<file path="config.mk">
export PLATFORM = sky130hd
export DESIGN_NAME = imem_loader
export DESIGN_NICKNAME = d
export VERILOG_FILES = /design/src/rtl/imem_loader.sv
export SDC_FILE = /design/constraint.sdc
export NUM_CORES = 1
export LEC_CHECK = 0
export CORE_ASPECT_RATIO = 1.25
export CORE_MARGIN = 2
export CORE_UTILIZATION = 56
export CTS_BUF_LIST = sky130_fd_sc_hd__clkbuf_8 sky130_fd_sc_hd__clkbuf_16
export DETAILED_ROUTE_END_ITERATION = 16
export PLACE_DENSITY = 0.95
export SYNTH_ARGS = -nofsm -noshare
export SYNTH_HDL_FRONTEND = slang
export SYNTH_SLANG_ARGS = --single-unit
</file>
<file path="constraint.sdc">
create_clock -name clock -period 6.2 [get_ports clock]
set_input_delay 0.93 -clock clock [delete_from_list [all_inputs] [get_ports clock]]
set_output_delay 0.93 -clock clock [all_outputs]
set_load 0.01 [all_outputs]
</file>
<file path="src/rtl/imem_loader.sv">
// Instruction memory loader: assembles a little-endian byte stream into 32-bit
// words, writes them from address 0 upward, and holds the CPU in reset meanwhile.
//
// state | meaning
// ------+-----------------------------------------------------------------
// IDLE  | waiting for a valid start; CPU held in reset
// RECV  | accepting stream bytes into the assembly register
// WRITE | single-cycle imem write of the assembled word
// DONE  | all words written; CPU released until the next start
module imem_loader #(
  parameter int NUM_WORDS  = 64,
  parameter int ADDR_WIDTH = 8,
  parameter int CNT_WIDTH  = 7
) (
  input  logic                  clock,
  input  logic                  reset,
  input  logic                  start,
  input  logic [CNT_WIDTH-1:0]  word_count,
  input  logic [7:0]            byte_data,
  input  logic                  byte_valid,
  output logic                  byte_ready,
  output logic                  imem_we,
  output logic [ADDR_WIDTH-1:0] imem_addr,
  output logic [31:0]           imem_wdata,
  output logic                  cpu_reset,
  output logic                  busy,
  output logic                  done,
  output logic                  error
);

  localparam int WIDX_W = ADDR_WIDTH - 2;

  typedef enum logic [1:0] {IDLE, RECV, WRITE, DONE} state_t;

  state_t                state, state_n;
  logic [1:0]            byte_idx, byte_idx_n;
  logic [WIDX_W-1:0]     word_idx, word_idx_n;
  logic [CNT_WIDTH-1:0]  count_q, count_n;
  logic [31:0]           asm_q, asm_n;
  logic                  byte_ready_n, imem_we_n, cpu_reset_n, busy_n, done_n, error_n;
  logic [ADDR_WIDTH-1:0] imem_addr_n;
  logic [31:0]           imem_wdata_n;
  logic                  start_ok;
  logic                  xfer;
  logic                  last_word;

  always_ff @(posedge clock) begin
    if (!reset) begin
      state      <= IDLE;
      byte_idx   <= '0;
      word_idx   <= '0;
      count_q    <= '0;
      asm_q      <= '0;
      byte_ready <= 1'b0;
      imem_we    <= 1'b0;
      imem_addr  <= '0;
      imem_wdata <= '0;
      cpu_reset  <= 1'b0;
      busy       <= 1'b0;
      done       <= 1'b0;
      error      <= 1'b0;
    end else begin
      state      <= state_n;
      byte_idx   <= byte_idx_n;
      word_idx   <= word_idx_n;
      count_q    <= count_n;
      asm_q      <= asm_n;
      byte_ready <= byte_ready_n;
      imem_we    <= imem_we_n;
      imem_addr  <= imem_addr_n;
      imem_wdata <= imem_wdata_n;
      cpu_reset  <= cpu_reset_n;
      busy       <= busy_n;
      done       <= done_n;
      error      <= error_n;
    end
  end

  always_comb begin
    state_n      = state;
    byte_idx_n   = byte_idx;
    word_idx_n   = word_idx;
    count_n      = count_q;
    asm_n        = asm_q;
    imem_addr_n  = imem_addr;
    imem_wdata_n = imem_wdata;
    error_n      = error;

    start_ok  = (word_count != '0) && (word_count <= CNT_WIDTH'(NUM_WORDS));
    xfer      = byte_valid && byte_ready;
    last_word = (CNT_WIDTH'(word_idx) == (count_q - CNT_WIDTH'(1)));

    case (state)
      IDLE, DONE: begin
        if (start) begin
          if (start_ok) begin
            count_n    = word_count;
            error_n    = 1'b0;
            byte_idx_n = '0;
            word_idx_n = '0;
            state_n    = RECV;
          end else begin
            error_n = 1'b1;
            state_n = IDLE;
          end
        end
      end
      RECV: begin
        if (xfer) begin
          asm_n[{byte_idx, 3'b000} +: 8] = byte_data;
          byte_idx_n = byte_idx + 2'd1;
          if (byte_idx == 2'd3) begin
            // Present the word including the byte arriving this cycle.
            imem_addr_n  = {word_idx, 2'b00};
            imem_wdata_n = {byte_data, asm_q[23:0]};
            state_n      = WRITE;
          end
        end
      end
      WRITE: begin
        if (last_word) begin
          state_n = DONE;
        end else begin
          word_idx_n = word_idx + WIDX_W'(1);
          state_n    = RECV;
        end
      end
      default: state_n = IDLE;
    endcase

    // Outputs are registered: derive them from the state being entered.
    byte_ready_n = (state_n == RECV);
    imem_we_n    = (state_n == WRITE);
    cpu_reset_n  = (state_n == DONE);
    done_n       = (state_n == DONE);
    busy_n       = (state_n == RECV) || (state_n == WRITE);
  end

endmodule
</file>
==> results of run 1 <==
-- cell type report --
type	instances	area (um2)	area share
Clock buffer	10	138	0.0313
Clock inverter	6	71.3	0.0162
Inverter	13	48.8	0.0111
Multi-Input combinational cell	324	1720	0.392
Sequential cell	84	1680	0.382
Tap cell	85	106	0.0242
Timing Repair Buffer	63	628	0.143
-- stage by stage --
stage	hold WS (ns)	area, um2	instances	setup WS [ns]	util
2_1_floorplan	0.430	3580	448	3.52	-
5_1_grt	0.473	4400	585	2.52	0.713
6_report	0.453	4400	585	2.75	0.713
3_3_place_gp	0.438	4190	569	2.97	0.679
4_1_cts	0.454	4400	585	2.78	0.713
3_5_place_dp	0.446	4190	569	2.82	0.679
-- kinds of logic after synthesis --
family / after synthesis / synth area share
other: 1 / 0.00105
adders and majority gates: 12 / 0.0420
xor gates and xnor gates: 9 / 0.0220
DFF: 84 / 0.470
buffers and inverters: 40 / 0.0490
AOI/OAI and AO/OA: 105 / 0.164
and+or+nand+nor: 196 / 0.252
-- power by group --
part	switching, mW	internal, mW
Sequential	0.00490	0.544
Combinational	0.0422	0.0296
Clock	0.207	0.201
-- worst max-delay path, delay by kind of cell, from the launching register on --
family,cells,cell delay [ns]
AOI/OAI and AO/OA,1,0.36
xor gates and xnor gates,1,0.11
adders and majority gates,2,0.48
and+or+nand+nor,5,1.92
buffers and inverters,1,0.07
DFF,1,0.36
-- how the worst min path moves through the flow --
stage,end,slack (ns),depth (start not counted)
6_report,imem_addr[4]$_SDFFE_PN0P_,0.45,2
3_5_place_dp,imem_addr[6]$_SDFFE_PN0P_,0.45,2
4_1_cts,imem_wdata[14]$_SDFFE_PN0P_,0.45,2
2_1_floorplan,imem_wdata[23]$_SDFFE_PN0P_,0.43,2
3_3_place_gp,imem_wdata[23]$_SDFFE_PN0P_,0.44,2
5_1_grt,imem_wdata[3]$_SDFFE_PN0P_,0.47,2
-- synthesized netlist by cell type, types with 5 or more instances --
cell type,count,share of area
nor2_1,7,0.0073
o21ai_0,8,0.011
xor2_1,5,0.012
nand2_1,124,0.13
nand3_1,28,0.039
dfxtp_1,84,0.47
clkbuf_1,15,0.016
a21oi_1,75,0.10
ha_1,12,0.042
a31oi_1,5,0.0087
buf_1,5,0.0052
and2_1,8,0.014
inv_1,13,0.014
-- flip-flops by register name (all words and copies together) (netlist names) --
| register | flops |
|---|---|
| imem_wdata | 32 |
| asm_q | 24 |
| count_q | 7 |
| imem_addr | 6 |
| word_idx | 6 |
| byte_idx | 2 |
| state | 2 |
| busy | 1 |
| byte_ready | 1 |
| done | 1 |
| error | 1 |
| imem_we | 1 |
-- layer usage --
layer / track usage / wire, um / vias to the layer above
li1: - / - / 1612
met1: 0.289 / 3320 / 1510
met2: 0.427 / 4320 / 109
met3: 0.0571 / 464 / 17
met4: 0.124 / 191 / 0
met5: 0 / 0 / -
==> metrics, run 1 <==
fill count around 500; Min Clock Period, post-route about 3.5 ns; largest net degree at the start of global routing 77; Iteration-0 DRC Markers between 150 and 200; Post-CTS Setup Bufs 0; clock sink total 84; worst-path maximum fanout 13; Clock Latency Late Sink approximately 0.36 ns; GP Congestion 0.830; CP Cell Sequence inv_1 > ha_1 > or3b_2 > nor3_1 > xor2_1 > nor4_2 > o21ai_0 > and2_1 > ha_1 > nor2_1; chip width around 75 um; Mapped Area between 3000 and 4000 um2; row cnt 32; GRT Total Usage 0.251; maximum vdd drop 0.177 mV; Worst slew margin 0.156; initial antenna violation count 0; max_cap viols 0; Worst Path Arrival 3.66 ns; reg2reg start count_q[0]$_SDFFE_PN0P_; post-cts sizing count 0; overall power about 1 mW; most common cell after layout, fill and taps aside nand2_1; CP Launch Type flop; post-synth cell types 46; Final ANT Viol Nets 0; FF-to-FF path depth 10; f_max 290 MHz; diodes inserted 0; #FFs+latches synth 84; Worst Setup EP busy$_SDFF_PN0_; first-pass iteration count of the detailed router 4; via count between 3000 and 4000; Leakage Power about 1.5 nW; first-pass GRT wire length approximately 14 mm; Core ar. ~6000 um2; critical path's largest stage delay between 0.9 and 1 ns; setup TNS 0 ns; Worst setup startpoint count_q[0]$_SDFFE_PN0P_; Port-buffer cells 62; cts bufs inserted 9; Die H ~93 um; total gr overflow 0; fin crit share 0.557; critical path class flop to flop; vias in the first global route 3117; CTS root buffer clkbuf_8; setup slack, reg-to-reg roughly 2.7 ns; reg2reg end busy$_SDFF_PN0_; dpl hpwl roughly 5.7 mm; Post-Route WL 8.30 mm; # DRC 0; Top FF cell, synth dfxtp_1; unrepaired setup endpoints after global routing no; share of cells above drive strength 1 0.0520; Die Area just over 7000 um2; # setup viols final 0; syn avg cell area 8.00 um2; clock transition at the registers of the reported paths roughly 0.090 ns; Worst Hold Class flop to flop; CP max stage cell nor4_2; status completed; initial core utilization 0.580; Worst Hold Launch imem_addr[4]$_SDFFE_PN0P_; Area Growth Syn to Fin 22.9%; WP data required roughly 6.4 ns; Final Hold Viols 0; Critical Path End Type flop; asr flop ratio synth 0; wire length per cell 14.2 um; CTS Buffer Depth 2; CTS tree built; via/cell ratio about 5.6; CP dominant cell by count ha_1; I/O Pins 65; Ys Warns 0; worst slew pin tran about 1.3 ns; Final Max Slew Viols 0; H-tree depth 3; nets ~530; sequential area share after synthesis 0.470; PwrDens between 200 and 250 nW/um2; commonest cells after routing, fill and taps aside nand2_1, dfxtp_1, a21oi_1; EDFF count, synth 0; clk_skew ~0.012 ns; cts hold-fix bufs 0; synthesized netlist cell count roughly 450
Note: power is estimated with default switching activity, not from simulation.
==> run 2: changes to the inputs <==
--- a/config.mk
+++ b/config.mk
@@ -7,10 +7,10 @@
 export LEC_CHECK = 0
 export CORE_ASPECT_RATIO = 1.25
 export CORE_MARGIN = 2
-export CORE_UTILIZATION = 56
+export CORE_UTILIZATION = 47
 export CTS_BUF_LIST = sky130_fd_sc_hd__clkbuf_8 sky130_fd_sc_hd__clkbuf_16
 export DETAILED_ROUTE_END_ITERATION = 16
-export PLACE_DENSITY = 0.95
+export PLACE_DENSITY = 0.88
 export SYNTH_ARGS = -nofsm -noshare
 export SYNTH_HDL_FRONTEND = slang
 export SYNTH_SLANG_ARGS = --single-unit
==> constraint.sdc (replaced) <==
create_clock -name clock -period 3.08 [get_ports clock]
set_input_delay 0.462 -clock clock [delete_from_list [all_inputs] [get_ports clock]]
set_output_delay 0.462 -clock clock [all_outputs]
set_load 0.01 [all_outputs]
==> run 2 against run 1 <==
Sequential share of layout area shrank 0.19 points. Highest routed layer unchanged. Clock skew down 0.0023 ns. First-iteration DRC count fell by 23%. Global-route usage is 3.3 points lower. Register-to-register slack worse by 2.3 ns. Critical path depth stayed put. Design area rose by 0.51%. Die area grew 18%. Flip-flop and latch count unchanged. Non-clock buffer count increased by 5. Combinational power grew 100%. Power is 90% higher.
==> metrics, run 2 (synthesis results as in run 1) <==
worst-path maximum fanout 5 (-8); dpl hpwl 6.06 mm (+6.7%); fin crit share 0.847 (+0.290); Final ANT Viol Nets 0 (unchanged); CP dominant cell by count ha_1; Die H 102 um (+8.8%); clk_skew 0.00955 ns (-0.00232 ns); critical path's largest stage delay 0.48 ns (-0.46 ns); Final Hold Viols 0 (unchanged); Final WS setup 0.472 ns (-2.28 ns); P_sw 0.499 mW (+96%); WP data required 3.36 ns (-3.04 ns); GRT Total Usage 0.219 (-0.0328); CP Launch Type flop; f_max 383 MHz (+32%); Final Max Slew Viols 0 (unchanged); diodes inserted 0 (unchanged); Core Util, Final 0.601 (-0.112); Area Growth Syn to Fin 23.6%; Worst Path Arrival 2.89 ns (-0.77 ns); cts hold-fix bufs 0 (unchanged); via count 3288 (+1.2%); Critical Path End Type flop; critical path class flop to flop; Int Power 1.45 mW (+88%); clock transition at the registers of the reported paths 0.09 ns (about the same); wire length per cell 14.2 um (+0.34%); maximum vdd drop 0.267 mV (+51%); design area 4420 um2 (+0.51%); max_cap viols 0 (unchanged); fin cells 596 (+1.9%); PwrDens 442 nW/um2 (+89%); Worst slew margin 0.418 (+0.263); commonest cells after routing, fill and taps aside nand2_1, dfxtp_1, a21oi_1; Port-buffer cells 62 (unchanged); Clk pwr share 0.359 (-0.037); CTS tree built; Regs by FF count imem_wdata (32), asm_q (24), count_q (7); CP Cell Sequence inv_1 > ha_1 > or3b_2 > nor3_1 > xor2_1 > nor4_2 > o21ai_0 > and2_1 > ha_1 > nor2_1; largest net degree at the start of global routing 39 (-49%); worst slew pin tran 0.870 ns (-0.393 ns); Post-Route WL 8.49 mm (+2.2%); Switching Share 0.256 (+0.00851); share of power burned in registers 0.566 (+0.032); GP Congestion 0.805 (-3.0%); I/O Pins 65 (unchanged); Clock Latency Late Sink 0.35 ns (about the same); Place WS 0.199 ns (-2.62 ns); unrepaired setup endpoints after global routing no; combinational share of power 0.075 (+0.005); Core ar. 7360 um2 (+19%); setup TNS 0 ns (unchanged); initial core utilization 0.486 (-0.0939); Worst Hold Class flop to flop; status completed; CTS root buffer clkbuf_8; via/cell ratio 5.52 (-0.64%); fill count 660 (+33%); FF-to-FF path depth 10 (unchanged); Post-CTS Setup Bufs 0 (unchanged); initial antenna violation count 0 (unchanged); dpl cells 581 (+2.1%); Min Clock Period, post-route 2.61 ns (-0.842 ns); CP max stage cell or3b_2; total gr overflow 0 (unchanged); first-pass iteration count of the detailed router 5 (+1); first-pass GRT wire length 14.3 mm (+3.9%); hold depth 2 (unchanged); clock sink total 84 (unchanged); Iteration-0 DRC Markers 136 (-23%); share of cells above drive strength 1 0.0595 (+0.00752); # setup viols final 0 (unchanged); row cnt 35 (+9.4%); vias in the first global route 3219 (+3.3%); cts bufs inserted 9 (unchanged); Leakage Power 1.46 nW (+0.47%); Die Area 8330 um2 (+18%); nets 531 (+0.95%); H-tree depth 3 (unchanged); chip width 82.0 um (+8.7%); CTS Buffer Depth 2 (unchanged); Largest Register imem_wdata; number of flip-flops in the largest register 32 (unchanged); Placement Cell Area 4250 um2 (+1.4%); # DRC 0 (unchanged); most common cell after layout, fill and taps aside nand2_1; post-cts sizing count 0 (unchanged)
[run 2: cell count changes in the layout (fill, tap and decap cells not counted), sizes merged]
cell and delta:
buf +5, clkbuf -1, bufinv -1, clkinvlp +1
[run 2: area by class of cell]
| type | instances | area, um2 | area share |
|---|---|---|---|
| clock buffers | 9 | 124 | 0.0280 |
| clock inverters | 6 | 48.8 | 0.0110 |
| inverters | 13 | 48.8 | 0.0110 |
| multi-input cells | 324 | 1720 | 0.390 |
| flip-flops and latches | 84 | 1680 | 0.380 |
| well taps | 92 | 115 | 0.0260 |
| repair buffers | 68 | 678 | 0.153 |
[run 2: through the flow]
stage          power [mW]  hold slack (ns)
2_1_floorplan        1.21            0.430
3_3_place_gp         1.27            0.441
3_5_place_dp         1.28            0.447
4_1_cts              1.96            0.454
5_1_grt              2.03            0.464
6_report             1.95            0.454
[run 2: final timing paths]
check | from | end | slack, ns
setup / recovery | count_q[0]$_SDFFE_PN0P_ | busy$_SDFF_PN0_ | 0.47
hold / removal | asm_q[23]$_SDFFE_PN0P_ | imem_wdata[23]$_SDFFE_PN0P_ | 0.45
setup reg to reg | count_q[0]$_SDFFE_PN0P_ | busy$_SDFF_PN0_ | 0.47
hold reg to reg | asm_q[23]$_SDFFE_PN0P_ | imem_wdata[23]$_SDFFE_PN0P_ | 0.45
[run 2: worst max-delay path: cells and delay by family, from the launching register on]
family | cells | cell delay [ns]
DFF | 1 | 0.36
AOI/OAI and AO/OA | 1 | 0.20
buffers and inverters | 1 | 0.07
and+or+nand+nor | 5 | 1.31
adders and majority gates | 2 | 0.48
xor gates and xnor gates | 1 | 0.11
[run 2: power groups by stage]
stage	combinational [mW]	sequential [mW]	clock (mW)
after floorplan	0.0837	1.13	0
after global placement	0.140	1.13	0
after detailed placement	0.146	1.13	0
after CTS	0.147	1.11	0.710
after global routing	0.164	1.11	0.763
final	0.147	1.11	0.700
[run 2: metal layers]
layer	track usage	share of wire	vias up
met5	0	0	-
met4	0.0769	0.012	0
met3	0.0463	0.051	13
met2	0.405	0.53	95
met1	0.241	0.41	1557
li1	-	-	1623
